--- src/rtl/config_frame_transmitter_pkg.sv ---
// Shared types for the synth configuration frame and its transmit protocol.
// Optional macro TX_CHECKSUM_EN adds the checksum state to tx_state_t.
package config_frame_transmitter_pkg;

   // Width of the volume and reverb fields.
   localparam int unsigned WORD_W = 32;
   localparam int unsigned NUM_WAVE_GENS = 2;

   typedef struct packed {
      logic [15:0] freq;
      logic [7:0]  shape;
      logic [7:0]  level;
   } wavegen_t;

   // Field order sets wire order: volume leaves first, MSB byte first.
   typedef struct packed {
      logic [WORD_W-1:0]                  volume;
      logic [WORD_W-1:0]                  reverb;
      wavegen_t [NUM_WAVE_GENS-1:0]       wave_gens;
   } synth_t;

   localparam int unsigned SYNTH_BITS = $bits(synth_t);

   // Checksum word is as wide as one stream word.
   localparam int unsigned CSUM_W_DEFAULT = 8;

`ifdef TX_CHECKSUM_EN
   typedef enum logic [1:0] {StIdle, StSend, StCsum, StFinish} tx_state_t;
`else
   typedef enum logic [1:0] {StIdle, StSend, StFinish} tx_state_t;
`endif

   // Payload words per frame for a given stream word width.
   function automatic int unsigned frame_words(input int unsigned width);
      return SYNTH_BITS / width;
   endfunction

endpackage

--- src/rtl/config_frame_transmitter_piso_shifter.sv ---
// Parallel-in/serial-out shifter: loads a full vector, shifts left by WIDTH
// on each advance strobe and always exposes the top WIDTH bits.
module config_frame_transmitter_piso_shifter #(
   parameter int unsigned WIDTH = 8,
   parameter int unsigned DEPTH = 128
) (
   input  logic             clk,
   input  logic             rstn,
   input  logic             load,
   input  logic             advance,
   input  logic [DEPTH-1:0] data_in,
   output logic [WIDTH-1:0] word
);

   logic [DEPTH-1:0] sreg;

   // Load has priority over advance; zeros fill from the bottom.
   always_ff @(posedge clk) begin
      if (!rstn) begin
         sreg <= '0;
      end else if (load) begin
         sreg <= data_in;
      end else if (advance) begin
         sreg <= sreg << WIDTH;
      end
   end

   assign word = sreg[DEPTH-1 -: WIDTH];

endmodule

--- src/rtl/config_frame_transmitter.sv ---
// Streams a snapshot of synth_t as WIDTH-bit words over valid/ready, MSB word
// first, matching the config receiver's byte layout.
// Optional macro TX_CHECKSUM_EN appends an XOR checksum word to each frame.
module config_frame_transmitter
   import config_frame_transmitter_pkg::*;
#(
   parameter int unsigned WIDTH = 8,
   parameter int unsigned WORD  = 32
) (
   input  logic             clk,
   input  logic             rstn,
   input  logic             start,
   input  synth_t           conf_in,
   output logic [WIDTH-1:0] tx_data,
   output logic             tx_valid,
   input  logic             tx_ready,
   output logic             tx_last,
   output logic             busy,
   output logic             done
);

   localparam int unsigned FRAME_WORDS = frame_words(WIDTH);
   localparam int unsigned CNT_W = $clog2(FRAME_WORDS + 1);
   localparam logic [CNT_W-1:0] LAST_IDX = CNT_W'(FRAME_WORDS - 1);
`ifdef TX_CHECKSUM_EN
   localparam logic LAST_ON_FIRST = 1'b0;
`else
   localparam logic LAST_ON_FIRST = (FRAME_WORDS == 1);
`endif

   if (((SYNTH_BITS % WIDTH) != 0) || (WORD != WORD_W)) begin : g_bad_param
      $error("config_frame_transmitter: WIDTH must divide synth_t and WORD must match");
   end

   tx_state_t        state;
   logic [CNT_W-1:0] cnt;
   logic             xfer;
   logic             load;
   logic             advance;
   logic [WIDTH-1:0] shift_word;

   assign xfer    = tx_valid && tx_ready;
   assign load    = (state == StIdle) && start;
   assign advance = xfer && (state == StSend);

   config_frame_transmitter_piso_shifter #(
      .WIDTH (WIDTH),
      .DEPTH (SYNTH_BITS)
   ) u_piso (
      .clk     (clk),
      .rstn    (rstn),
      .load    (load),
      .advance (advance),
      .data_in (conf_in),
      .word    (shift_word)
   );

`ifdef TX_CHECKSUM_EN
   logic [WIDTH-1:0] csum;

   // Running XOR of every payload word accepted since the last latch.
   always_ff @(posedge clk) begin
      if (!rstn) begin
         csum <= '0;
      end else if (load) begin
         csum <= '0;
      end else if (advance) begin
         csum <= csum ^ shift_word;
      end
   end

   assign tx_data = (state == StCsum) ? csum : shift_word;
`else
   assign tx_data = shift_word;
`endif

   // Frame sequencer with registered handshake and status outputs.
   always_ff @(posedge clk) begin
      if (!rstn) begin
         state    <= StIdle;
         cnt      <= '0;
         tx_valid <= 1'b0;
         tx_last  <= 1'b0;
         busy     <= 1'b0;
         done     <= 1'b0;
      end else begin
         done <= 1'b0;
         unique case (state)
            StIdle: begin
               if (start) begin
                  state    <= StSend;
                  cnt      <= '0;
                  tx_valid <= 1'b1;
                  tx_last  <= LAST_ON_FIRST;
                  busy     <= 1'b1;
               end
            end
            StSend: begin
               if (xfer) begin
                  if (cnt == LAST_IDX) begin
`ifdef TX_CHECKSUM_EN
                     state   <= StCsum;
                     tx_last <= 1'b1;
`else
                     state    <= StFinish;
                     tx_valid <= 1'b0;
                     tx_last  <= 1'b0;
                     done     <= 1'b1;
`endif
                  end else begin
                     cnt <= cnt + CNT_W'(1);
`ifdef TX_CHECKSUM_EN
                     tx_last <= 1'b0;
`else
                     tx_last <= ((cnt + CNT_W'(1)) == LAST_IDX);
`endif
                  end
               end
            end
`ifdef TX_CHECKSUM_EN
            StCsum: begin
               if (xfer) begin
                  state    <= StFinish;
                  tx_valid <= 1'b0;
                  tx_last  <= 1'b0;
                  done     <= 1'b1;
               end
            end
`endif
            StFinish: begin
               state <= StIdle;
               busy  <= 1'b0;
            end
            default: state <= StIdle;
         endcase
      end
   end

endmodule

--- config.mk ---
export PLATFORM = sky130hd
export DESIGN_NAME = config_frame_transmitter
export DESIGN_NICKNAME = d
export VERILOG_FILES = /design/src/rtl/config_frame_transmitter_pkg.sv /design/src/rtl/config_frame_transmitter_piso_shifter.sv /design/src/rtl/config_frame_transmitter.sv
export SDC_FILE = /design/constraint.sdc
export NUM_CORES = 1
export LEC_CHECK = 0
export ABC_AREA = 1
export BUFFER_PORTS_ARGS = -buffer_cell sky130_fd_sc_hd__buf_2
export CORE_MARGIN = 2
export CORE_UTILIZATION = 58
export DETAILED_ROUTE_END_ITERATION = 6
export PLACE_DENSITY_LB_ADDON = 0.2
export SYNTH_ARGS = -nofsm -noshare
export SYNTH_HDL_FRONTEND = slang
export SYNTH_SLANG_ARGS = --single-unit
--- constraint.sdc ---
create_clock -name clk -period 2.2 [get_ports clk]
set_input_delay 0.22 -clock clk [delete_from_list [all_inputs] [get_ports clk]]
set_output_delay 0.22 -clock clk [all_outputs]
set_load 0.005 [all_outputs]
==> results of run 1 <==
## final timing paths
check / slack, ps / endpoint / cells past startpoint
worst max-delay path: 450 / u_piso.sreg[26] / 8
worst min-delay path: 20 / u_piso.sreg[18] / 5
worst max register to register: 450 / u_piso.sreg[26] / 8
worst min register to register: 460 / u_piso.sreg[5] / 2
## metrics by stage
stage                     hold slack (ps)  cell area [sq um]  total power [mW]  cells
after floorplan                       341               6070              3.34    908
after global placement                450               6740              3.56   1133
after detailed placement              453               6740              3.58   1133
after CTS                           0.877               7510              6.48   1181
after global routing                 21.3               7510              6.73   1181
final                                15.5               7510              6.46   1181
## routing by layer
metal	GRT usage	vias up	part of all wire	wire length, microns
li1	-	3081	-	-
met1	0.328	2653	0.44	6290
met2	0.454	162	0.50	7240
met3	0.0466	12	0.049	698
met4	0.0724	0	0.0084	121
met5	0	-	0	0
## power groups by stage
stage	sequential (mW)	clock (mW)	combinational (mW)
6_report	2.77	2.90	0.782
5_1_grt	2.79	3.05	0.892
4_1_cts	2.77	2.93	0.784
3_5_place_dp	2.82	0	0.755
3_3_place_gp	2.82	0	0.745
2_1_floorplan	2.80	0	0.537
## area by class of cell
type                    instances  area share
inverters                      22      0.0117
clock buffers                  18      0.0570
well taps                     136      0.0227
repair buffers                168       0.139
multi-input cells             684       0.375
flip-flops and latches        139       0.371
clock inverters                14      0.0243
## critical path, cell delays in order, from the launching register on
cell	delay, ps
dfxtp_1	420
nor2_1	80
nand2_1	100
clkinv_2	340
buf_12	320
nand2_1	70
nand2_1	50
a21oi_1	160
nor2_1	60
## sequential cells by signal, indices dropped and copies added (netlist names)
register     flops
busy             1
cnt              5
done             1
state            2
tx_last          1
tx_valid         1
u_piso.sreg    128
## placed cells by master, fill, tap and decap left out, types with 3 or more instances in the layout
master,instances
nor2_1,127
o21ai_0,9
inv_6,5
clkinv_4,3
clkinvlp_4,3
clkbuf_16,16
nand3_1,11
buf_2,143
ha_1,3
inv_1,19
bufinv_16,3
a21oi_1,133
dfxtp_1,139
dlygate4sd3_1,16
buf_12,8
nand2_1,392
## cells by family after synthesis
group,count (synthesis),share of synthesized area
AOI/OAI and AO/OA,143,0.118
adders and majority gates,3,0.00619
buffers and inverters,85,0.0780
DFF,139,0.459
and+or+nand+nor,538,0.339
## repair_timing
item	4_1_cts	5_1_grt
endpoints found under the hold margin	16	0
gates resized for setup	0	0
hold buffers	16	0
==> results.sh, run 1 <==
export IMPL_status="completed"
export IMPL_yosysTopAreaCell="dfxtp_1"
export IMPL_num_rows=37
export IMPL_end_kind="register"
export IMPL_drt_total_wl_microns=14300
export IMPL_htreeDepth=4
export IMPL_clk_insertion_delay_late_ps=500
export IMPL_portBuffers=143
export IMPL_drt_iter0_markers=418
export IMPL_grt_max_degree=122
export IMPL_critPathLaunchType="register"
export IMPL_tns_ps=0
export IMPL_fin_crit_sh=0.797
export IMPL_fin_nets=1167
export IMPL_fin_util=0.734
export IMPL_ys_ff_latch=139
export IMPL_clock_sinks=139
export IMPL_async_flop_share=0
export IMPL_synth_fp_nets=1043
export IMPL_worst_setup_path_type="register to register"
export IMPL_gp_congestion=0.817
export IMPL_start_util=0.593
export IMPL_setup_viol=0
export IMPL_synth_commonest_cells="nand2_1, dfxtp_1, a21oi_1, nor2_1, clkbuf_1"
export IMPL_cts_root_buffer="clkbuf_8"
export IMPL_overflow=0
export IMPL_cts_setup_buffers=0
export IMPL_fin_ws_ps=447
export IMPL_seq_area_sq_um=2780
export IMPL_synth_seq_area_share=0.459
export IMPL_drive_gt1_frac=0.184
export IMPL_period_needed_ps=1750
export IMPL_p_sw_mw=1.67
export IMPL_cts_tree="yes"
export IMPL_power_frac_comb=0.121
export IMPL_postSynthCellCount=908
export IMPL_synth_edf_count=0
export IMPL_multi_input_area_sq_um=2820
export IMPL_grt_use_total=0.260
export IMPL_fmax_mhz=571
export IMPL_core_area_sq_um=10200
export IMPL_cts_clk_slew_worst_paths_ps=60
export IMPL_startpoint="state[0]"
export IMPL_drc=0
export IMPL_cts_buffers_inserted=17
export IMPL_routed_via_density=5.00
export IMPL_dr_pass1_iters=5
export IMPL_crit_required_ps=2570
export IMPL_yosysMostFrequentCell="nand2_1"
export IMPL_hp_class="input pin to register"
export IMPL_swShare=0.258
export IMPL_synth_main_ff_cell="dfxtp_1"
export IMPL_power_leakage_nw=3.72
export IMPL_clock_path_buffers=2
export IMPL_boundaryPins=144
export IMPL_maxCapViolCount=0
export IMPL_syn_area_sq_um=6070
export IMPL_dp_slack_ps=430
export IMPL_final_antenna_net_count=0
export IMPL_grt_pass1_wl_microns=23900
export IMPL_clock_power_share=0.450
export IMPL_fillers=852
export IMPL_num_vias=5908
export IMPL_maxSlewHeadroom=0.662
export IMPL_wl_per_cell_microns=12.1
export IMPL_synthDistinctLibCells=20
export IMPL_syn_to_final_growth_pct=23.8
export IMPL_syn_avg_cell_area_sq_um=6.68
export IMPL_antenna_cells=0
export IMPL_finalHoldViolCount=0
export IMPL_fp_dieW_microns=106
export IMPL_grt_antenna_before_repair=0
export IMPL_die_area_sq_um=11300
export IMPL_grt_pass1_vias=5529
export IMPL_ir_worst_vdd_uv=524
export IMPL_rsz0062_at_grt="false"
export IMPL_synth_warnings=0
export IMPL_synth_top_area_share=0.459
export IMPL_powerDensity_nw_per_um2=860
export IMPL_dp_hpwl_microns=9150
export IMPL_fin_skew_ps=6.83
export IMPL_r2r_start="state[0]"
export IMPL_worst_pin_slew_ps=507
export IMPL_ys_top_cells_by_area="dfxtp_1, nand2_1, a21oi_1, nor2_1, buf_4"
export IMPL_internal_power_mw=4.79
export IMPL_crit_arrival_ps=2130
export IMPL_drv_slew=0
export IMPL_die_h_microns=106
export IMPL_path_max_fanout=39
export IMPL_p_seq_frac=0.429
export IMPL_hold_start="conf_in[18]"
No activity file was read; power rests on OpenSTA's default activity.
==> run 2, diff against run 1 <==
--- a/config.mk
+++ b/config.mk
@@ -8,7 +8,7 @@
 export ABC_AREA = 1
 export BUFFER_PORTS_ARGS = -buffer_cell sky130_fd_sc_hd__buf_2
 export CORE_MARGIN = 2
-export CORE_UTILIZATION = 58
+export CORE_UTILIZATION = 48
 export DETAILED_ROUTE_END_ITERATION = 6
 export PLACE_DENSITY_LB_ADDON = 0.2
 export SYNTH_ARGS = -nofsm -noshare
==> constraint.sdc (replaced) <==
create_clock -name clk -period 1.6 [get_ports clk]
set_input_delay 0.16 -clock clk [delete_from_list [all_inputs] [get_ports clk]]
set_output_delay 0.16 -clock clk [all_outputs]
set_load 0.005 [all_outputs]
==> results.sh, run 2 (synthesized netlist as in run 1, its figures left out) <==
export IMPL_cts_buffers_inserted=17
export IMPL_fp_dieW_microns=116
export IMPL_period_needed_ps=1490
export IMPL_grt_use_total=0.215
export IMPL_hp_class="input pin to register"
export IMPL_start_util=0.487
export IMPL_met3_usage=0.0560
export IMPL_rrSetupSlack_ps=110
export IMPL_fin_skew_ps=9.39
export IMPL_drc=0
export IMPL_die_area_sq_um=13600
export IMPL_cts_tree="yes"
export IMPL_dp_cells=1176
export IMPL_status="completed"
export IMPL_endpoint="cnt[3]"
export IMPL_grt_pass1_wl_microns=23100
export IMPL_powerDensity_nw_per_um2=1170
export IMPL_startpoint="cnt[0]"
export IMPL_critPathTopFamily="adder cells"
export IMPL_drt_iter0_markers=420
export IMPL_worst_pin_slew_ps=307
export IMPL_crit_arrival_ps=1780
export IMPL_end_kind="register"
export IMPL_cp_depth=8
export IMPL_num_rows=41
export IMPL_gr_usage_met2=0.333
export IMPL_htreeDepth=4
export IMPL_max_stage_delay_ps=360
export IMPL_worst_setup_path_type="register to register"
export IMPL_dp_hpwl_microns=9570
export IMPL_path_max_fanout=5
export IMPL_drt_total_wl_microns=14700
export IMPL_boundaryPins=144
export IMPL_portBuffers=143
export IMPL_power_leakage_nw=3.74
export IMPL_reg_top3="u_piso.sreg: 128 flops, cnt: 5 flops, state: 2 flops"
export IMPL_fmax_mhz=671
export IMPL_cts_clk_slew_worst_paths_ps=60
export IMPL_reg2reg_to="cnt[3]"
export IMPL_finalHoldViolCount=0
export IMPL_grt_max_degree=65
export IMPL_num_vias=5765
export IMPL_crit_required_ps=1890
export IMPL_grtUsageMet1=0.296
export IMPL_die_h_microns=116
export IMPL_gp_congestion=0.836
export IMPL_drive_gt1_frac=0.194
export IMPL_cp_num_buf_inv=0
export IMPL_dp_slack_ps=99.6
export IMPL_r2r_start="cnt[0]"
export IMPL_setup_viol=0
export IMPL_clk_insertion_delay_late_ps=410
export IMPL_final_common_cell="nand2_1"
export IMPL_routed_via_density=4.74
export IMPL_final_cells=1215
export IMPL_grt_most_used_layer="met2"
export IMPL_grt_pass1_vias=5005
export IMPL_core_area_sq_um=12500
export IMPL_clock_sinks=139
export IMPL_rsz0062_at_grt="true"
export IMPL_cts_setup_buffers=0
export IMPL_crit_chain="ha_4 -> nand2_1 -> nor2_1 -> ha_1 -> a21oi_1 -> nand3_2 -> nand2_1 -> a21oi_1"
export IMPL_final_antenna_net_count=0
export IMPL_largest_reg_flops=128
export IMPL_fin_crit_sh=0.931
export IMPL_drv_slew=0
export IMPL_syn_to_final_growth_pct=24.9
export IMPL_final_cell_mix="nand2_1, buf_2, dfxtp_1, a21oi_1, nor2_1"
export IMPL_critPathSlowestCell="dfxtp_4"
export IMPL_cts_root_buffer="clkbuf_16"
export IMPL_fin_ws_ps=110
export IMPL_clock_path_buffers=2
export IMPL_dr_pass1_iters=5
export IMPL_critPathLaunchType="register"
export IMPL_antenna_cells=0
export IMPL_r2r_cells=8
export IMPL_wl_per_cell_microns=12.1
export IMPL_maxCapViolCount=0
export IMPL_maxSlewHeadroom=0.795
export IMPL_overflow=0
export IMPL_largest_register="u_piso.sreg"
export IMPL_grt_antenna_before_repair=0
export IMPL_ir_worst_vdd_uv=1050
export IMPL_fin_nets=1165
## run 2: per-layer routing
metal | part of all wire | vias to the layer above
met5 | 0 | -
met4 | 0.011 | 0
met3 | 0.050 | 12
met2 | 0.46 | 142
met1 | 0.48 | 2534
li1 | - | 3077
## run 2: how the worst min path moves through the flow
| stage | slack [ps] | cells after the start | end | from |
|---|---|---|---|---|
| floorplan | 280 | 2 | cnt[0] | rstn |
| finish | 10 | 3 | u_piso.sreg[7] | conf_in[7] |
| global route | 20 | 3 | u_piso.sreg[0] | conf_in[0] |
| global placement | 410 | 3 | u_piso.sreg[88] | conf_in[88] |
| CTS | 0.9 | 3 | u_piso.sreg[5] | conf_in[5] |
| detailed placement | 420 | 3 | u_piso.sreg[88] | conf_in[88] |
## run 2: final cells by class
cell class | instances | area, sq um
clock buffer | 25 | 485
sequential | 139 | 2790
clock inverter | 7 | 113
tap | 172 | 215
multi-input combinational | 684 | 2840
fill | 1218 | 4890
inverter | 22 | 90.1
timing repair buffer | 166 | 1040
## run 2: worst register-to-register path, stage by stage, from the launching register on
cell and delay, ps:
dfxtp_4 360, ha_4 160, nand2_1 70, nor2_1 50, ha_1 220, a21oi_1 190
nand3_2 160, nand2_1 100, a21oi_1 70
## run 2: timing repair
action / 4_1_cts / 5_1_grt
setup endpoints to repair: 0 / 18
hold endpoints to repair: 6 / 0
resized for setup: 0 / 11
hold buffers: 6 / 0
## run 2: stage by stage
step | hold slack [ps] | total power, mW | TNS [ps] | utilization | cell area, sq um
final | 14.3 | 8.86 | 0 | 0.608 | 7580
after floorplan | 281 | 4.59 | 0 | - | 6070
after global routing | 18.9 | 9.25 | -31.8 | 0.608 | 7580
after detailed placement | 416 | 4.95 | 0 | 0.550 | 6850
after CTS | 0.875 | 8.91 | 0 | 0.602 | 7510
after global placement | 409 | 4.93 | 0 | 0.550 | 6850
## run 2: power breakdown
group / switching [mW] / internal, mW
clock: 1.39 / 2.57
combinational: 0.630 / 0.458
sequential: 0.122 / 3.69
==> run 3, diff against run 2 <==
--- a/config.mk
+++ b/config.mk
@@ -5,11 +5,11 @@
 export SDC_FILE = /design/constraint.sdc
 export NUM_CORES = 1
 export LEC_CHECK = 0
-export ABC_AREA = 1
 export BUFFER_PORTS_ARGS = -buffer_cell sky130_fd_sc_hd__buf_2
 export CORE_MARGIN = 2
 export CORE_UTILIZATION = 48
 export DETAILED_ROUTE_END_ITERATION = 6
+export HOLD_SLACK_MARGIN = 0.05
 export PLACE_DENSITY_LB_ADDON = 0.2
 export SYNTH_ARGS = -nofsm -noshare
 export SYNTH_HDL_FRONTEND = slang
==> results.sh, run 3 <==
export IMPL_reg2reg_to="cnt[4]"
export IMPL_worst_setup_path_type="register to register"
export IMPL_hp_class="input pin to register"
export IMPL_gp_congestion=0.783
export IMPL_status="complete, but fails checks"
export IMPL_syn_to_final_growth_pct=47.3
export IMPL_power_leakage_nw=3.55
export IMPL_period_needed_ps=1790
export IMPL_synthDistinctLibCells=31
export IMPL_fin_skew_ps=10.2
export IMPL_portBuffers=143
export IMPL_rsz0062_at_grt="true"
export IMPL_drt_iter0_markers=583
export IMPL_synth_main_ff_cell="dfxtp_1"
export IMPL_maxCapViolCount=0
export IMPL_boundaryPins=144
export IMPL_dp_slack_ps=-156
export IMPL_synth_commonest_cells="dfxtp_1, nand2_1, a22oi_1, a21boi_1, clkbuf_1"
export IMPL_grt_pass1_wl_microns=26200
export IMPL_postSynthCellCount=637
export IMPL_maxSlewHeadroom=0.644
export IMPL_fin_crit_sh=1.12
export IMPL_ys_ff_latch=139
export IMPL_antenna_cells=0
export IMPL_fin_nets=1007
export IMPL_crit_required_ps=1940
export IMPL_finalHoldViolCount=0
export IMPL_r2r_start="cnt[1]"
export IMPL_grt_antenna_before_repair=0
export IMPL_ir_worst_vdd_uv=714
export IMPL_powerDensity_nw_per_um2=1040
export IMPL_synth_top_area_share=0.476
export IMPL_ys_top_cells_by_area="dfxtp_1, a22oi_1, a21boi_1, nand2_1, a21boi_0"
export IMPL_routed_via_density=5.57
export IMPL_grt_pass1_vias=5690
export IMPL_wl_per_cell_microns=16.4
export IMPL_total_power_mw=8.94
export IMPL_drc=0
export IMPL_startpoint="cnt[1]"
export IMPL_num_vias=5739
export IMPL_drt_total_wl_microns=16900
export IMPL_syn_area_sq_um=5850
export IMPL_dp_hpwl_microns=9340
export IMPL_synth_fp_nets=772
export IMPL_path_max_fanout=3
export IMPL_end_kind="register"
export IMPL_syn_avg_cell_area_sq_um=9.18
export IMPL_fin_ws_ps=-187
export IMPL_drive_gt1_frac=0.250
export IMPL_fillers=847
export IMPL_clock_sinks=139
export IMPL_grt_use_total=0.251
export IMPL_fp_dieW_microns=114
export IMPL_rrSetupSlack_ps=-190
export IMPL_final_cells=1031
export IMPL_yosysMostFrequentCell="dfxtp_1"
export IMPL_yosysTopAreaCell="dfxtp_1"
export IMPL_largest_register="u_piso.sreg"
export IMPL_critPathLaunchType="register"
export IMPL_async_flop_share=0
export IMPL_cts_clk_slew_worst_paths_ps=60
export IMPL_clk_insertion_delay_late_ps=420
export IMPL_hold_depth=3
export IMPL_core_area_sq_um=12000
export IMPL_setup_viol=5
export IMPL_htreeDepth=4
export IMPL_start_util=0.489
export IMPL_fmax_mhz=559
export IMPL_die_area_sq_um=13100
export IMPL_final_antenna_net_count=0
export IMPL_overflow=0
export IMPL_synth_warnings=0
export IMPL_worst_pin_slew_ps=534
export IMPL_grt_max_degree=141
export IMPL_largest_reg_flops=128
export IMPL_synth_seq_area_share=0.476
export IMPL_clock_path_buffers=2
export IMPL_tns_ps=-595
export IMPL_crit_arrival_ps=2130
export IMPL_num_rows=40
export IMPL_cts_buffers_inserted=17
export IMPL_die_h_microns=114
export IMPL_final_common_cell="buf_2"
export IMPL_dp_cells=887
export IMPL_cts_tree="yes"
export IMPL_endpoint="cnt[4]"
export IMPL_cts_root_buffer="clkbuf_16"
export IMPL_dr_pass1_iters=7
export IMPL_reg_top3="u_piso.sreg: 128 flops, cnt: 5 flops, state: 2 flops"
export IMPL_synth_edf_count=0
export IMPL_r2r_cells=7
export IMPL_drv_slew=0
export IMPL_violations="setup timing"
export IMPL_final_cell_mix="buf_2, dfxtp_1, nand2_1, a22oi_1, dlygate4sd3_1"
==> run 3: cell count changes in the layout (fill, tap and decap cells not counted), moves of 4 or more <==
cell / delta
a21boi_0: +24
a21boi_1: +91
a21oi_1: -130
a22oi_1: +118
a22oi_2: +4
buf_12: +4
buf_4: +13
dlygate4sd3_1: +99
inv_1: -15
nand2_1: -261
nor2_1: -126
nor2b_1: +10
o211a_1: +7
o21ai_0: -6
==> run 3: cells by family after synthesis <==
family / Yosys count / synth area share
fa+ha+maj: 3 / 0.00642
buf+inv: 71 / 0.0618
simple gates: 167 / 0.125
xor+xnor: 2 / 0.00300
compound gates: 255 / 0.327
flops: 139 / 0.476
==> run 3: cell type report <==
cell class | instances | area, sq um | share of cell area
clock buffer | 24 | 492 | 0.0571
tap | 147 | 184 | 0.0214
sequential | 139 | 2790 | 0.324
inverter | 5 | 18.8 | 0.00218
clock inverter | 7 | 113 | 0.0131
timing repair buffer | 282 | 2240 | 0.261
multi-input combinational | 427 | 2770 | 0.322
==> run 3: stage by stage <==
stage,hold WS (ps),utilization,cell area (sq um)
global placement,408,0.567,6780
floorplan,316,-,5880
global route,55.9,0.720,8610
finish,57.8,0.720,8610
CTS,51.4,0.707,8460
detailed placement,417,0.567,6780
==> run 3: what timing repair did <==
item | in CTS | in global routing
pin swaps | 1 | 2
hold endpoints to repair | 105 | 0
setup buffers | 1 | 3
setup endpoints to repair | 5 | 109
hold buffers | 105 | 0
cloned | 0 | 4
gates resized for setup | 3 | 7
==> run 3: report_power, final <==
group	internal (mW)	switching [mW]
Sequential	3.67	0.112
Combinational	0.629	0.519
Clock	2.60	1.42
Total	6.90	2.05
==> run 3: worst min-delay path by stage <==
stage                             endpoint  slack, ps          from
after global routing      u_piso.sreg[116]         60  conf_in[116]
after detailed placement   u_piso.sreg[95]        420   conf_in[95]
after global placement     u_piso.sreg[95]        410   conf_in[95]
after CTS                 u_piso.sreg[115]         50  conf_in[115]
after floorplan            u_piso.sreg[87]        320   conf_in[87]
final                     u_piso.sreg[108]         60  conf_in[108]
==> run 3: worst max-delay path: stages (launching register included) <==
cell and delay (ps):
dfxtp_4 350, ha_4 160, and3_4 180, ha_4 150
nand4b_1 170, a21o_1 190, or3b_1 370, a21boi_1 150
==> run 3: per-layer routing <==
layer / global-route usage / up-vias / routed length [microns]
met5: 0 / - / 0
met3: 0.0635 / 35 / 899
met4: 0.108 / 0 / 342
met2: 0.420 / 205 / 8440
li1: - / 2756 / -
met1: 0.307 / 2743 / 7180
